<file path="src/rtl/iter_muldiv_pkg.sv">
// Shared encodings and helpers for the iterative multiply/divide unit.
package muldiv_pkg;

  localparam logic [1:0] OP_MULT  = 2'd0;
  localparam logic [1:0] OP_MULTU = 2'd1;
  localparam logic [1:0] OP_DIV   = 2'd2;
  localparam logic [1:0] OP_DIVU  = 2'd3;

  typedef enum logic {
    ST_IDLE = 1'b0,
    ST_RUN  = 1'b1
  } state_t;

  function automatic logic is_div(input logic [1:0] op);
    return op[1];
  endfunction

  function automatic logic is_signed(input logic [1:0] op);
    return ~op[0];
  endfunction

endpackage

</file>
<file path="src/rtl/iter_muldiv_if.sv">
// Issue/result bundle between the execute stage and the multiply/divide unit.
interface iter_muldiv_if #(
  parameter int WIDTH = 32
);
  logic             start;
  logic             cancel;
  logic [1:0]       op;
  logic [WIDTH-1:0] a;
  logic [WIDTH-1:0] b;
  logic             busy;
  logic             done;
  logic [WIDTH-1:0] hi;
  logic [WIDTH-1:0] lo;

  modport master (
    output start, cancel, op, a, b,
    input  busy, done, hi, lo
  );

  modport slave (
    input  start, cancel, op, a, b,
    output busy, done, hi, lo
  );
endinterface

</file>
<file path="src/rtl/iter_muldiv_sign_adj.sv">
// Conditional two's-complement negate; used for operand magnitudes and result fix-up.
module muldiv_sign_adj #(
  parameter int W = 32
) (
  input  logic [W-1:0] in_i,
  input  logic         neg_i,
  output logic [W-1:0] out_o
);
  assign out_o = neg_i ? -in_i : in_i;
endmodule

</file>
<file path="src/rtl/iter_muldiv.sv">
// Iterative MULT/MULTU/DIV/DIVU unit: radix-2^MUL_STEP shift-add multiply,
// restoring divide, both sharing one 2*WIDTH+1 shift register.
module iter_muldiv
  import muldiv_pkg::*;
#(
  parameter int WIDTH    = 32,
  parameter int MUL_STEP = 2
) (
  input logic         clk,
  input logic         reset,
  iter_muldiv_if.slave bus
);
  localparam int CW   = $clog2(WIDTH + 1);
  localparam int NMUL = WIDTH / MUL_STEP;
  localparam int AW   = WIDTH + MUL_STEP;

  state_t            state_q, state_d;
  logic [CW-1:0]     cnt_q;
  logic              div_q, qneg_q, rneg_q;
  logic [WIDTH-1:0]  opb_q;
  logic [2*WIDTH:0]  sr_q, sr_step;
  logic [WIDTH-1:0]  hi_q, lo_q, hi_d, lo_d;
  logic              done_q;

  logic              accept, last;
  logic [WIDTH-1:0]  a_mag, b_mag;
  logic              a_neg, b_neg;

  // Operand magnitudes; INT_MIN negates to itself, which is the correct unsigned magnitude.
  assign a_neg = is_signed(bus.op) & bus.a[WIDTH-1];
  assign b_neg = is_signed(bus.op) & bus.b[WIDTH-1];

  muldiv_sign_adj #(.W(WIDTH)) u_abs_a (.in_i(bus.a), .neg_i(a_neg), .out_o(a_mag));
  muldiv_sign_adj #(.W(WIDTH)) u_abs_b (.in_i(bus.b), .neg_i(b_neg), .out_o(b_mag));

  assign accept = (state_q == ST_IDLE) && bus.start && !bus.cancel;
  assign last   = (state_q == ST_RUN) &&
                  (cnt_q == (div_q ? CW'(WIDTH - 1) : CW'(NMUL - 1)));

  // One iteration of the shared datapath.
  logic [AW-1:0]          mul_sum;
  logic [2*WIDTH+MUL_STEP-1:0] mul_cat;
  logic [2*WIDTH:0]       div_sh;
  logic [WIDTH:0]         div_diff;
  logic                   div_ge;

  always_comb begin
    mul_sum  = AW'(sr_q[2*WIDTH:WIDTH]) + AW'(opb_q) * AW'(sr_q[MUL_STEP-1:0]);
    mul_cat  = {mul_sum, sr_q[WIDTH-1:0]};
    div_sh   = {sr_q[2*WIDTH-1:0], 1'b0};
    div_diff = div_sh[2*WIDTH:WIDTH] - {1'b0, opb_q};
    div_ge   = div_sh[2*WIDTH:WIDTH] >= {1'b0, opb_q};
    if (div_q)
      sr_step = div_ge ? {div_diff, div_sh[WIDTH-1:1], 1'b1} : div_sh;
    else
      sr_step = {1'b0, mul_cat[2*WIDTH+MUL_STEP-1:MUL_STEP]};
  end

  // Sign fix-up on the value produced by the final iteration.
  logic [2*WIDTH-1:0] prod_fix;
  logic [WIDTH-1:0]   quot_fix, rem_fix;

  muldiv_sign_adj #(.W(2*WIDTH)) u_fix_prod (
    .in_i(sr_step[2*WIDTH-1:0]), .neg_i(qneg_q), .out_o(prod_fix));
  muldiv_sign_adj #(.W(WIDTH)) u_fix_quot (
    .in_i(sr_step[WIDTH-1:0]), .neg_i(qneg_q), .out_o(quot_fix));
  muldiv_sign_adj #(.W(WIDTH)) u_fix_rem (
    .in_i(sr_step[2*WIDTH-1:WIDTH]), .neg_i(rneg_q), .out_o(rem_fix));

  always_comb begin
    if (div_q) begin
      hi_d = rem_fix;
      lo_d = quot_fix;
    end else begin
      hi_d = prod_fix[2*WIDTH-1:WIDTH];
      lo_d = prod_fix[WIDTH-1:0];
    end
  end

  // FSM: state register
  always_ff @(posedge clk) begin
    if (reset) state_q <= ST_IDLE;
    else       state_q <= state_d;
  end

  // FSM: next state; cancel beats both accept and completion
  always_comb begin
    state_d = state_q;
    case (state_q)
      ST_IDLE: if (accept)          state_d = ST_RUN;
      ST_RUN:  if (bus.cancel || last) state_d = ST_IDLE;
      default:                      state_d = ST_IDLE;
    endcase
  end

  // FSM: outputs
  always_comb begin
    bus.busy = (state_q == ST_RUN);
  end

  assign bus.done = done_q;
  assign bus.hi   = hi_q;
  assign bus.lo   = lo_q;

  always_ff @(posedge clk) begin
    if (reset) begin
      cnt_q  <= '0;
      div_q  <= 1'b0;
      qneg_q <= 1'b0;
      rneg_q <= 1'b0;
      opb_q  <= '0;
      sr_q   <= '0;
      hi_q   <= '0;
      lo_q   <= '0;
      done_q <= 1'b0;
    end else begin
      done_q <= 1'b0;
      if (accept) begin
        div_q <= is_div(bus.op);
        // Divide by zero keeps an all-ones quotient regardless of operand signs.
        qneg_q <= (a_neg ^ b_neg) & ~(is_div(bus.op) && bus.b == '0);
        rneg_q <= a_neg;
        opb_q  <= is_div(bus.op) ? b_mag : a_mag;
        sr_q   <= {{(WIDTH+1){1'b0}}, is_div(bus.op) ? a_mag : b_mag};
        cnt_q  <= '0;
      end else if (state_q == ST_RUN) begin
        if (bus.cancel) begin
          cnt_q <= '0;
        end else if (last) begin
          hi_q   <= hi_d;
          lo_q   <= lo_d;
          done_q <= 1'b1;
          cnt_q  <= '0;
          sr_q   <= sr_step;
        end else begin
          cnt_q <= cnt_q + 1'b1;
          sr_q  <= sr_step;
        end
      end
    end
  end

endmodule

</file>
<file path="src/flat_wrapper.sv">
// flat-port wrapper written by rule: the top's interface ports become plain ports
module iter_muldiv_flat import muldiv_pkg::*;
#(
  parameter int WIDTH    = 32,
  parameter int MUL_STEP = 2
)
  (clk, reset, bus_start, bus_cancel, bus_op, bus_a, bus_b, bus_busy, bus_done, bus_hi, bus_lo);
  iter_muldiv_if #(.WIDTH(WIDTH)) bus_i ();
  input logic clk;
  input logic reset;
  input wire logic [$bits(bus_i.start)-1:0] bus_start;
  input wire logic [$bits(bus_i.cancel)-1:0] bus_cancel;
  input wire logic [$bits(bus_i.op)-1:0] bus_op;
  input wire logic [$bits(bus_i.a)-1:0] bus_a;
  input wire logic [$bits(bus_i.b)-1:0] bus_b;
  output wire logic [$bits(bus_i.busy)-1:0] bus_busy;
  output wire logic [$bits(bus_i.done)-1:0] bus_done;
  output wire logic [$bits(bus_i.hi)-1:0] bus_hi;
  output wire logic [$bits(bus_i.lo)-1:0] bus_lo;
  assign bus_i.start = bus_start;
  assign bus_i.cancel = bus_cancel;
  assign bus_i.op = bus_op;
  assign bus_i.a = bus_a;
  assign bus_i.b = bus_b;
  assign bus_busy = bus_i.busy;
  assign bus_done = bus_i.done;
  assign bus_hi = bus_i.hi;
  assign bus_lo = bus_i.lo;
  iter_muldiv #(.WIDTH(WIDTH), .MUL_STEP(MUL_STEP)) u_core (.clk(clk), .reset(reset), .bus(bus_i));
endmodule
</file>
<file path="config.mk">
export PLATFORM = sky130hd
export DESIGN_NAME = iter_muldiv_flat
export DESIGN_NICKNAME = d
export VERILOG_FILES = /design/src/rtl/iter_muldiv_pkg.sv /design/src/rtl/iter_muldiv_if.sv /design/src/rtl/iter_muldiv_sign_adj.sv /design/src/rtl/iter_muldiv.sv /design/src/flat_wrapper.sv
export SDC_FILE = /design/constraint.sdc
export NUM_CORES = 1
export LEC_CHECK = 0
export BUFFER_PORTS_ARGS = -buffer_cell sky130_fd_sc_hd__buf_2
export CAP_MARGIN = 15
export CELL_PAD_IN_SITES_DETAIL_PLACEMENT = 0
export CELL_PAD_IN_SITES_GLOBAL_PLACEMENT = 1
export CORE_MARGIN = 5
export CORE_UTILIZATION = 30
export DETAILED_ROUTE_END_ITERATION = 8
export GPL_TIMING_DRIVEN = 0
export PLACE_DENSITY = 0.7
export RECOVER_POWER = 50
export SLEW_MARGIN = 30
export SYNTH_ARGS = -nofsm -noshare
export SYNTH_HDL_FRONTEND = slang
export SYNTH_SLANG_ARGS = --single-unit
export TNS_END_PERCENT = 30
</file>
<file path="constraint.sdc">
create_clock -name clk -period 5.4 [get_ports clk]
set_input_delay 0.81 -clock clk [delete_from_list [all_inputs] [get_ports clk]]
set_output_delay 0.81 -clock clk [all_outputs]
set_load 0.01 [all_outputs]
</file>
# ---- Word level (Yosys, flattened, before mapping)
# Cells that the tools add are included.
# Widths: inputs -> output; s select.
dict set report word_totals {
  regBits 172
  latch_bits 0
  mem_bits_rw 0
  romBits 0
  inputBits 70
  output_inout_bits 66
  word_cells 66
  mem_count 0
}
dict set report op_classes {
  add_sub_neg 8
  multipliers 1
  div 0
  order_cmp 1
  n_eq_ne 2
  shift 0
  n_mux 21
  bitwise 9
  n_reduce_logical 13
}
# cell n
set op_table {}
lappend op_table {{$mux 32} 11}
lappend op_table {{$mux 65} 2}
lappend op_table {{$neg 32->32} 4}
lappend op_table {{$mux 64} 1}
lappend op_table {{$neg 64->64} 1}
lappend op_table {{$add 33x34->34} 1}
lappend op_table {{$mul 32x2->34} 1}
lappend op_table {{$ge 33x32->1} 1}
lappend op_table {{$sub 33x32->33} 1}
lappend op_table {{$logic_not 32->1} 1}
lappend op_table {{$mux 6} 2}
lappend op_table {{$add 6x1->6 const B} 1}
lappend op_table {{$eq 6x6->1} 1}
lappend op_table {{$mux 5} 1}
lappend op_table {{$not 1->1} 5}
lappend op_table {{$logic_and 1x1->1} 4}
lappend op_table {{$reduce_and 2->1} 2}
lappend op_table {{$reduce_and 4->1} 1}
lappend op_table {{$reduce_or 4->1} 1}
lappend op_table {{$and 1x1->1} 3}
lappend op_table {{$mux 1} 3}
lappend op_table {{$ne 2x1->1 const B} 1}
lappend op_table {{$pmux 1 s2} 1}
lappend op_table {{$reduce_bool 2->1} 1}
lappend op_table {{other kinds (4)} 4}

# ---- Depth between registers and ports, before layout
# Gate-level depths: netlist of run 1.
dict set report logic_depth {
  word_depth 6
  mapped_depth 22
  ltp_nobuf 20
}

# ---- Modules after synthesis
# From an unflattened synthesis of run 1, not the netlist that was laid out.
dict set report unflattened {
  hier_cells 2395
  area_unflattened_um2 18546.5
}
# module n_inst cells_each area_each_um2
set modules_own_cells {}
lappend modules_own_cells {iter_muldiv 1 1765 14024.7}
lappend modules_own_cells {{muldiv_sign_adj (u_core.u_abs_a ...)} 4 108 767.0}
lappend modules_own_cells {{muldiv_sign_adj (u_core.u_fix_prod)} 1 198 1453.9}

# ---- Least setup slack after synthesis of run 1
# OpenSTA, ideal clock, no wires.
dict set report synth_path {
  path_type {reg2reg}
  start {reg u_core.div_q}
  end {reg u_core.hi_q[26] (netlist: u_core.bus.hi[26])}
  setup_ns 0.086
  arrival_ns 5.225
  t_required_ns 5.314
  path_slack_ns 0.090
  path_stages_with_launch 23
  n_path_buf 9
  synth_period_minus_slack_ns 5.310
  path_cell_list {dfxtp_1 -> buf_4 -> buf_6 -> buf_2 -> buf_2 -> buf_2 -> buf_2 -> buf_1 -> buf_1 -> clkbuf_1 -> mux2i_1 -> ha_1 -> o221a_2 -> nand3_1 -> or3_4 -> nor4_4 -> nand2_1 -> a21oi_1 -> a21boi_1 -> a22oi_1 -> a21oi_2 -> xnor2_1 -> a211oi_1}
}
dict set report synth_between {
  elab_chain_cells 4
}
# element line_no
set synth_lines {}
lappend synth_lines {{from (decl)} iter_muldiv.sv:19} ;# logic div_q, qneg_q, rneg_q;
lappend synth_lines {{from (signal assigned)} iter_muldiv.sv:119} ;# div_q <= is_div(bus.op);
lappend synth_lines {{$mux 65 or $mux 5 (tied branches)} {iter_muldiv.sv:53, iter_muldiv.sv:38}}
lappend synth_lines {{$neg 64->64 (tied with other cells)} iter_muldiv_sign_adj.sv:9} ;# assign out_o = neg_i ? -in_i : in_i;
lappend synth_lines {{$mux 64 (tied with other cells)} iter_muldiv_sign_adj.sv:9}
lappend synth_lines {{$mux 32 or $reduce_and 4->1 (tied branches)} -}
lappend synth_lines {{to (signal assigned)} iter_muldiv.sv:130} ;# hi_q <= hi_d;
lappend synth_lines {{to (decl)} iter_muldiv.sv:22} ;# logic [WIDTH-1:0] hi_q, lo_q, hi_d, lo_d;
# Several ways; a longest one is shown, not always the timed one.
# A chain may end at the register's enable or synchronous reset.

# ---- Worst setup path in the final report of run 1
dict set report layout_path {
  start {reg u_core.opb_q[27]}
  end {reg u_core.hi_q[28] (netlist: u_core.bus.hi[28])}
}
dict set report layout_between {
  elab_chain_cells 6
}
# element line_no
set layout_lines {}
lappend layout_lines {{from (decl)} iter_muldiv.sv:20} ;# logic [WIDTH-1:0] opb_q;
lappend layout_lines {{from (signal assigned)} iter_muldiv.sv:123} ;# opb_q <= is_div(bus.op) ? b_mag : a_mag;
lappend layout_lines {{$mul 32x2->34 (tied with other cells)} iter_muldiv.sv:48} ;# mul_sum = AW'(sr_q[2*WIDTH:WIDTH]) + AW'(opb_q) * AW'(sr_q[MUL_STEP-1:0]);
lappend layout_lines {{$add 33x34->34 or $mux 65 (tied branches)} {iter_muldiv.sv:48, iter_muldiv.sv:54}}
lappend layout_lines {{$mux 65 *} iter_muldiv.sv:53} ;# if (div_q)
lappend layout_lines {{$neg 64->64 or $neg 32->32 (tied branches)} iter_muldiv_sign_adj.sv:9}
lappend layout_lines {{$mux 64 or $mux 32 (tied branches)} iter_muldiv_sign_adj.sv:9}
lappend layout_lines {{$mux 32 *} iter_muldiv.sv:71} ;# if (div_q) begin
# Every way passes the cells marked *; elsewhere a longest branch is shown, timed or not.

==> results.yml, run 1 <==
clocking:
  clock_tree.htree_level_count: 4
  insertion_delay_ns: 0.47
  hold_buffers: 0
  path_clk_slew_ns: 0.07
  root_buffer: "clkbuf_16"
  max-clock-path-buffers: 2
  cts.sinks: 172
  cts_buffers: 17
  tritoncts: "yes"
yosys:
  main_combinational_cell_family_by_area_after_synthesis: "compound AO/OA/AOI/OAI gates"
  synth_adder_area_share: 0.09159
  synth_cells: 2344
  synth.ff_latch_count: 172
  yosys.area_share.simple: 0.2421
  top_ff_cell_synth: "dfxtp_1"
  synthDistinctLibCells: 104
  yosysWarningCount: 0
  yosys-mux-area-fraction: 0.03248
  synthesis.area_um2: 16910
  xor_xnor_cell_area_share_of_the_yosys_netlist: 0.07302
  postSynthNetCount: 2518
  yosysSeqAreaShare: 0.2036
  post_synth_edffs: 0
  synth_compound_gate_area_share: 0.2854
  synthesis.area_per_instance_um2: 7.215
  ys_async_sr_fraction: 0
global_route:
  grt_use_total: 0.2340
  met1_usage_grt: 0.3152
  met3_demand_to_capacity_share_in_global_routing: 0.02757
  first_global_vias: 17597
  grt_use_met2: 0.3995
  grt-busiest-layer: "met2"
  global_route_wire_length_before_repair_um: 110100
  grt_remaining_overflow: 0
  grt_antenna_before_repair: 0
  grt_start_max_net_pins: 19
sta:
  tightest_slew_ns: 1.153
  fmaxAchievable_mhz: 191.6
  timing.clock.skew_ns: 0.02246
  final-hold-violation-count: 0
  timing.final.setup_violations: 0
  slew-limit-headroom: 0.2315
  finalWorstPathRequiredPeriod_ns: 5.220
  layout_setup_ws_ns: 0.1801
  totalNegativeSetupSlack_ns: 0
  setup_repair_after_global_routing_missed_its_margin: "no"
  final.period_utilization: 0.9667
  final-max-slew-violation-count: 0
power_and_ir_drop:
  power.leakage_nw: 7.575
  vdd_drop_max_v: 0.0001599
  powerDensity_nw_per_um2: 205.8
floorplanning:
  fp.dieArea_um2: 61220
  core_area_um2: 56170
  start_util: 0.3011
  placementRows: 87
  die_h_um: 247.4
  io_pins: 136
  dieWidth_um: 247.4
min_path:
  hold_path.class: "flop to flop"
cells_and_area:
  net_count_of_the_finished_layout: 2684
  ratio_of_cells_with_drive_above_1_in_the_final_layout: 0.1070
  final_design_area_no_fill_um2: 19500
  area_delta_synth_final_pct: 15.28
  fin_cells: 3279
  layout.filler_cells: 6198
  final_standard_cell_utilization_of_the_core: 0.3471
  total_inserted_antenna_cells: 0
critical_path:
  worst-r2r-cell-count: 19
  timing.critical_path.to_type: "flop"
  setup.reg_to_reg.worst_slack_ns: 0.18
  timing.rr.end: "u_core.bus.hi[28]$_SDFFE_PP0P_"
  critical_path.startpoint: "u_core.opb_q[27]$_SDFFE_PP0P_"
  setup.worst_path.start_class: "flop"
  critical_path_class: "flop to flop"
  timing.rr.start: "u_core.opb_q[27]$_SDFFE_PP0P_"
  worst_ep_arrival_ns: 5.53
  timing.critical_path.fanout_max: 10
  endpoint_required_time_on_the_critical_path_ns: 5.71
  crit_end: "u_core.bus.hi[28]$_SDFFE_PP0P_"
placed_design:
  dp_hpwl_um: 60380
  placed_cells_incl_taps: 3233
  gp_congestion: 0.9327
  buffer_ports.inserted: 133
  post_dp_cell_area_um2: 18540
  placement.setup.worst_slack_ns: -2.625
detailed_routing:
  antenna_left: 0
  detail_route.drc_violations: 0
  drt_wl_total_um: 73860
  dr.pass1.iters: 5
  wl_per_cell_um: 22.52
  route.detailed.vias_per_inst: 5.618
  route.vias.total: 18422
  drt_first_iter_violations: 1630
run:
  maxCapViolCount: 0
status:
  run_status: "finished clean"
-- how the worst min path moves through the flow --
stage | from | end | slack (ns) | depth (start not counted)
4_1_cts | u_core.bus.hi[22]$_SDFFE_PP0P_ | u_core.bus.hi[22]$_SDFFE_PP0P_ | 0.45 | 2
2_1_floorplan | u_core.sr_q[64]$_SDFFE_PP0P_ | u_core.sr_q[64]$_SDFFE_PP0P_ | 0.44 | 2
6_report | u_core.bus.hi[22]$_SDFFE_PP0P_ | u_core.bus.hi[22]$_SDFFE_PP0P_ | 0.45 | 2
3_3_place_gp | u_core.bus.hi[4]$_SDFFE_PP0P_ | u_core.bus.hi[4]$_SDFFE_PP0P_ | 0.44 | 2
5_1_grt | u_core.bus.hi[22]$_SDFFE_PP0P_ | u_core.bus.hi[22]$_SDFFE_PP0P_ | 0.46 | 2
3_5_place_dp | u_core.bus.hi[22]$_SDFFE_PP0P_ | u_core.bus.hi[22]$_SDFFE_PP0P_ | 0.44 | 2
-- power breakdown --
group | switching, mW | internal (mW) | total (mW)
logic | 0.920 | 0.476 | 1.40
clock network | 0.622 | 0.629 | 1.25
registers | 0.0606 | 1.30 | 1.37
-- timing repair --
item	in CTS	in global routing
hold endpoints to repair	0	0
resized for setup	50	44
setup endpoints to repair	62	22
setup buffers	12	7
pin swaps	9	10
-- cell type report --
type                       instances  area, um2  share of cell area
multi-input combinational       1864      12500              0.6412
sequential                       172       3465              0.1777
tap                              756      945.9             0.04851
timing repair buffer             152      735.7             0.03773
buffer                           142      660.6             0.03388
inverter                         161      604.3             0.03100
clock buffer                      18      439.2             0.02252
clock inverter                    14      145.1            0.007444
-- sequential cells by signal (all words and copies together) (netlist names) --
signal and flops:
u_core.bus.busy 1, u_core.bus.done 1, u_core.bus.hi 32, u_core.bus.lo 32
u_core.cnt_q 6, u_core.div_q 1, u_core.opb_q 32, u_core.qneg_q 1
u_core.rneg_q 1, u_core.sr_q 65
-- cell families after synthesis --
family / count (synthesis)
simple gates: 862
compound gates: 703
buf+inv: 308
flops: 172
xor+xnor: 141
fa+ha+maj: 104
mux: 54
-- per-stage QoR --
stage                     power [mW]  hold slack (ns)
after floorplan                2.261           0.4362
after global routing           4.198           0.4607
final                          4.012           0.4451
after global placement         2.697           0.4422
after CTS                      3.986           0.4496
after detailed placement       2.702           0.4398
-- placed cells by master, fill, tap and decap left out, types with 52 or more instances in the layout --
master	Yosys	final
dfxtp_1	172	159
buf_2	17	78
ha_1	71	71
a21oi_1	214	210
nand2_1	294	294
o21ai_0	124	120
nor3_1	54	52
xor2_1	64	64
clkbuf_1	109	170
a211oi_1	75	74
nor2_1	249	248
xnor2_1	77	77
inv_1	158	158
-- Yosys cell counts, types with 6 or more instances --
master,count,area share
o21ai_0,124,0.037
and3_1,19,0.0070
nor4_1,27,0.010
clkbuf_1,109,0.024
nor3b_1,14,0.0062
o31ai_1,18,0.0080
buf_2,17,0.0050
o211ai_1,49,0.022
o211a_1,8,0.0047
o21bai_1,10,0.0044
a311oi_1,11,0.0057
inv_1,158,0.035
o21ai_1,8,0.0024
and2_1,28,0.010
or4_1,8,0.0036
nor2_1,249,0.055
nor3_1,54,0.016
a211oi_1,75,0.033
mux2_2,7,0.0047
xnor2_1,77,0.040
fa_1,33,0.039
a21oi_2,6,0.0031
buf_4,6,0.0027
or2_2,13,0.0048
nand2b_1,18,0.0067
o41ai_1,9,0.0047
dfxtp_1,172,0.20
or3_1,19,0.0070
nand3_1,41,0.012
a31oi_1,22,0.0081
a22oi_1,9,0.0040
a21oi_1,214,0.063
mux2i_1,47,0.028
a2111oi_0,6,0.0031
nor2b_1,17,0.0063
xor2_1,64,0.033
buf_1,13,0.0029
ha_1,71,0.053
nand4_1,29,0.011
nand2_1,294,0.065
a21o_1,27,0.012
o21a_1,13,0.0058
-- critical path, stage by stage, from the launching register on --
cell and delay (ns):
dfxtp_2 0.43, inv_1 0.17, ha_1 0.40, nand4_1 0.18
or4_4 0.59, nand2b_4 0.20, a21o_1 0.29, clkbuf_4 0.27
a311o_1 0.32, and3_1 0.21, inv_2 0.10, ha_1 0.17
inv_1 0.12, a311oi_4 0.34, nand4_4 0.18, nor4_4 0.31
nand3_1 0.15, o31ai_1 0.30, xor2_1 0.23, a211oi_1 0.10
-- per-layer routing --
| metal | wire, um | share of wire |
|---|---|---|
| met2 | 35510 | 0.48 |
| met4 | 2010 | 0.027 |
| met5 | 0 | 0 |
| met1 | 32400 | 0.44 |
| met3 | 3937 | 0.053 |
Note: power is estimated with default switching activity, not from simulation.
==> inputs of run 2 (changes only) <==
- CORE_ASPECT_RATIO: unset -> 0.9
==> run 2 against run 1 <==
Power up 2.9%. Clock skew decreased by 0.0046 ns. Global-route usage is essentially flat.
==> results.yml, run 2 (synthesis results as in run 1) <==
status:
  run_status: "finished clean"
cells_and_area:
  net_count_of_the_finished_layout: 2683
  layout.cells.most_common: "nand2_1"
  area_delta_synth_final_pct: 15.68
  commonest_cells_after_routing_fill_and_taps_aside: "294 x nand2_1, 248 x nor2_1, 210 x a21oi_1"
  total_inserted_antenna_cells: 0
  largest_register: "u_core.sr_q"
  fin_cells: 3278
  layout.filler_cells: 6083
  ratio_of_cells_with_drive_above_1_in_the_final_layout: 0.1138
  largest_reg_flops: 65
  multi_input_area_um2: 12540
  reg_area_um2: 3471
sta:
  final.period_utilization: 0.9863
  final-max-slew-violation-count: 0
  layout_setup_ws_ns: 0.07380
  totalNegativeSetupSlack_ns: 0
  slew-limit-headroom: 0.3031
  finalWorstPathRequiredPeriod_ns: 5.326
  timing.final.setup_violations: 0
  timing.hold.ws_ns: 0.4520
  setup_repair_after_global_routing_missed_its_margin: "yes"
  fmaxAchievable_mhz: 187.8
  tightest_slew_ns: 1.045
  final-hold-violation-count: 0
  timing.clock.skew_ns: 0.01783
critical_path:
  critical_path_class: "flop to flop"
  timing.critical_path.fanout_max: 10
  timing.critical_path.to_type: "flop"
  endpoint_required_time_on_the_critical_path_ns: 5.75
  worst_ep_arrival_ns: 5.67
  setup.worst_path.start_class: "flop"
  worst-r2r-cell-count: 20
power_and_ir_drop:
  vdd_drop_max_v: 0.0002579
  power.leakage_nw: 7.593
  powerDensity_nw_per_um2: 211.0
detailed_routing:
  wl_per_cell_um: 22.77
  antenna_left: 0
  drt_wl_total_um: 74640
  drt_first_iter_violations: 1626
  detail_route.drc_violations: 0
  route.detailed.vias_per_inst: 5.660
  route.vias.total: 18555
  dr.pass1.iters: 5
placed_design:
  placed_cells_incl_taps: 3233
  dp_hpwl_um: 60550
  buffer_ports.inserted: 133
  placement.setup.worst_slack_ns: -2.703
  gp_congestion: 0.9525
min_path:
  hold_path.class: "flop to flop"
  hold-path-cell-count: 2
floorplanning:
  fp.dieArea_um2: 61230
  start_util: 0.3036
  placementRows: 82
  dieWidth_um: 260.3
  die_h_um: 235.3
  io_pins: 136
  core_area_um2: 55710
clocking:
  tritoncts: "yes"
  clock_tree.htree_level_count: 4
  insertion_delay_ns: 0.47
  max-clock-path-buffers: 2
  path_clk_slew_ns: 0.07
  root_buffer: "clkbuf_16"
  cts.sinks: 172
  hold_buffers: 0
  cts_buffers: 17
global_route:
  global_route_wire_length_before_repair_um: 111400
  grt_remaining_overflow: 0
  first_global_vias: 17796
  met3_demand_to_capacity_share_in_global_routing: 0.02821
  grt_antenna_before_repair: 0
  grt_use_total: 0.2343
  grt_start_max_net_pins: 20
  grt-busiest-layer: "met2"
  grt_use_met2: 0.3732
  met1_usage_grt: 0.3312
run:
  maxCapViolCount: 0
==> run 2: cell count changes in the layout (fill, tap and decap cells not counted), moves of 2 or more <==
cell and change:
ha_1 -7, ha_2 +6, dfxtp_1 -5, dfxtp_2 +5, and2_1 -2, bufinv_16 +2, clkbuf_1 -2, inv_8 +2
==> run 2: worst paths after layout <==
path / startpoint / end / slack, ns
max: u_core.opb_q[27]$_SDFFE_PP0P_ / u_core.bus.hi[24]$_SDFFE_PP0P_ / 0.07
min: u_core.bus.hi[22]$_SDFFE_PP0P_ / u_core.bus.hi[22]$_SDFFE_PP0P_ / 0.45
max reg2reg: u_core.opb_q[27]$_SDFFE_PP0P_ / u_core.bus.hi[24]$_SDFFE_PP0P_ / 0.07
min reg2reg: u_core.bus.hi[22]$_SDFFE_PP0P_ / u_core.bus.hi[22]$_SDFFE_PP0P_ / 0.45
==> run 2: layer usage <==
metal  vias up  routed length (um)
met5         -                   0
met4         0                2432
met3       118                4475
met2       690               33850
met1      9060               33880
li1       8687                   -
==> run 2: where the power goes <==
part	leakage (nW)	internal, mW	total [mW]	switching (mW)
clock	0.303	0.711	1.35	0.636
sequential	1.40	1.31	1.37	0.0640
combinational	5.89	0.482	1.41	0.930
==> run 2: layout make-up <==
| class | instances | area share |
|---|---|---|
| tap | 756 | 0.04835 |
| timing repair buffer | 151 | 0.03665 |
| buffer | 142 | 0.03409 |
| clock buffer | 17 | 0.02174 |
| inverter | 161 | 0.03089 |
| sequential | 172 | 0.1774 |
| multi-input combinational | 1864 | 0.6409 |
| clock inverter | 15 | 0.009977 |
==> run 2: metrics by stage <==
step           cell area, um2  power [mW]  utilization
2_1_floorplan           16910       2.261            -
4_1_cts                 19410       4.076       0.3484
3_3_place_gp            18520       2.692       0.3325
5_1_grt                 19560       4.306       0.3512
6_report                19560       4.128       0.3512
3_5_place_dp            18550       2.703       0.3329
==> run 2: repair_timing <==
item / in CTS / in global routing
pin swaps: 7 / 6
setup buffers: 8 / 10
setup endpoints to repair: 61 / 20
endpoints found under the hold margin: 0 / 0
resized for setup: 56 / 58
==> run 2: worst max-delay path, stage by stage (launching register included) <==
cell	delay, ns
dfxtp_2	0.43
inv_1	0.21
ha_4	0.35
nand4_1	0.16
or4_4	0.61
nand2b_4	0.21
a21o_2	0.28
clkbuf_4	0.24
a311o_1	0.32
and3_1	0.21
inv_2	0.11
ha_1	0.18
inv_1	0.13
a311oi_4	0.38
nand4_4	0.21
nor4_4	0.26
buf_4	0.18
nand3_1	0.11
a22oi_1	0.29
mux2i_1	0.27
nand2_1	0.07
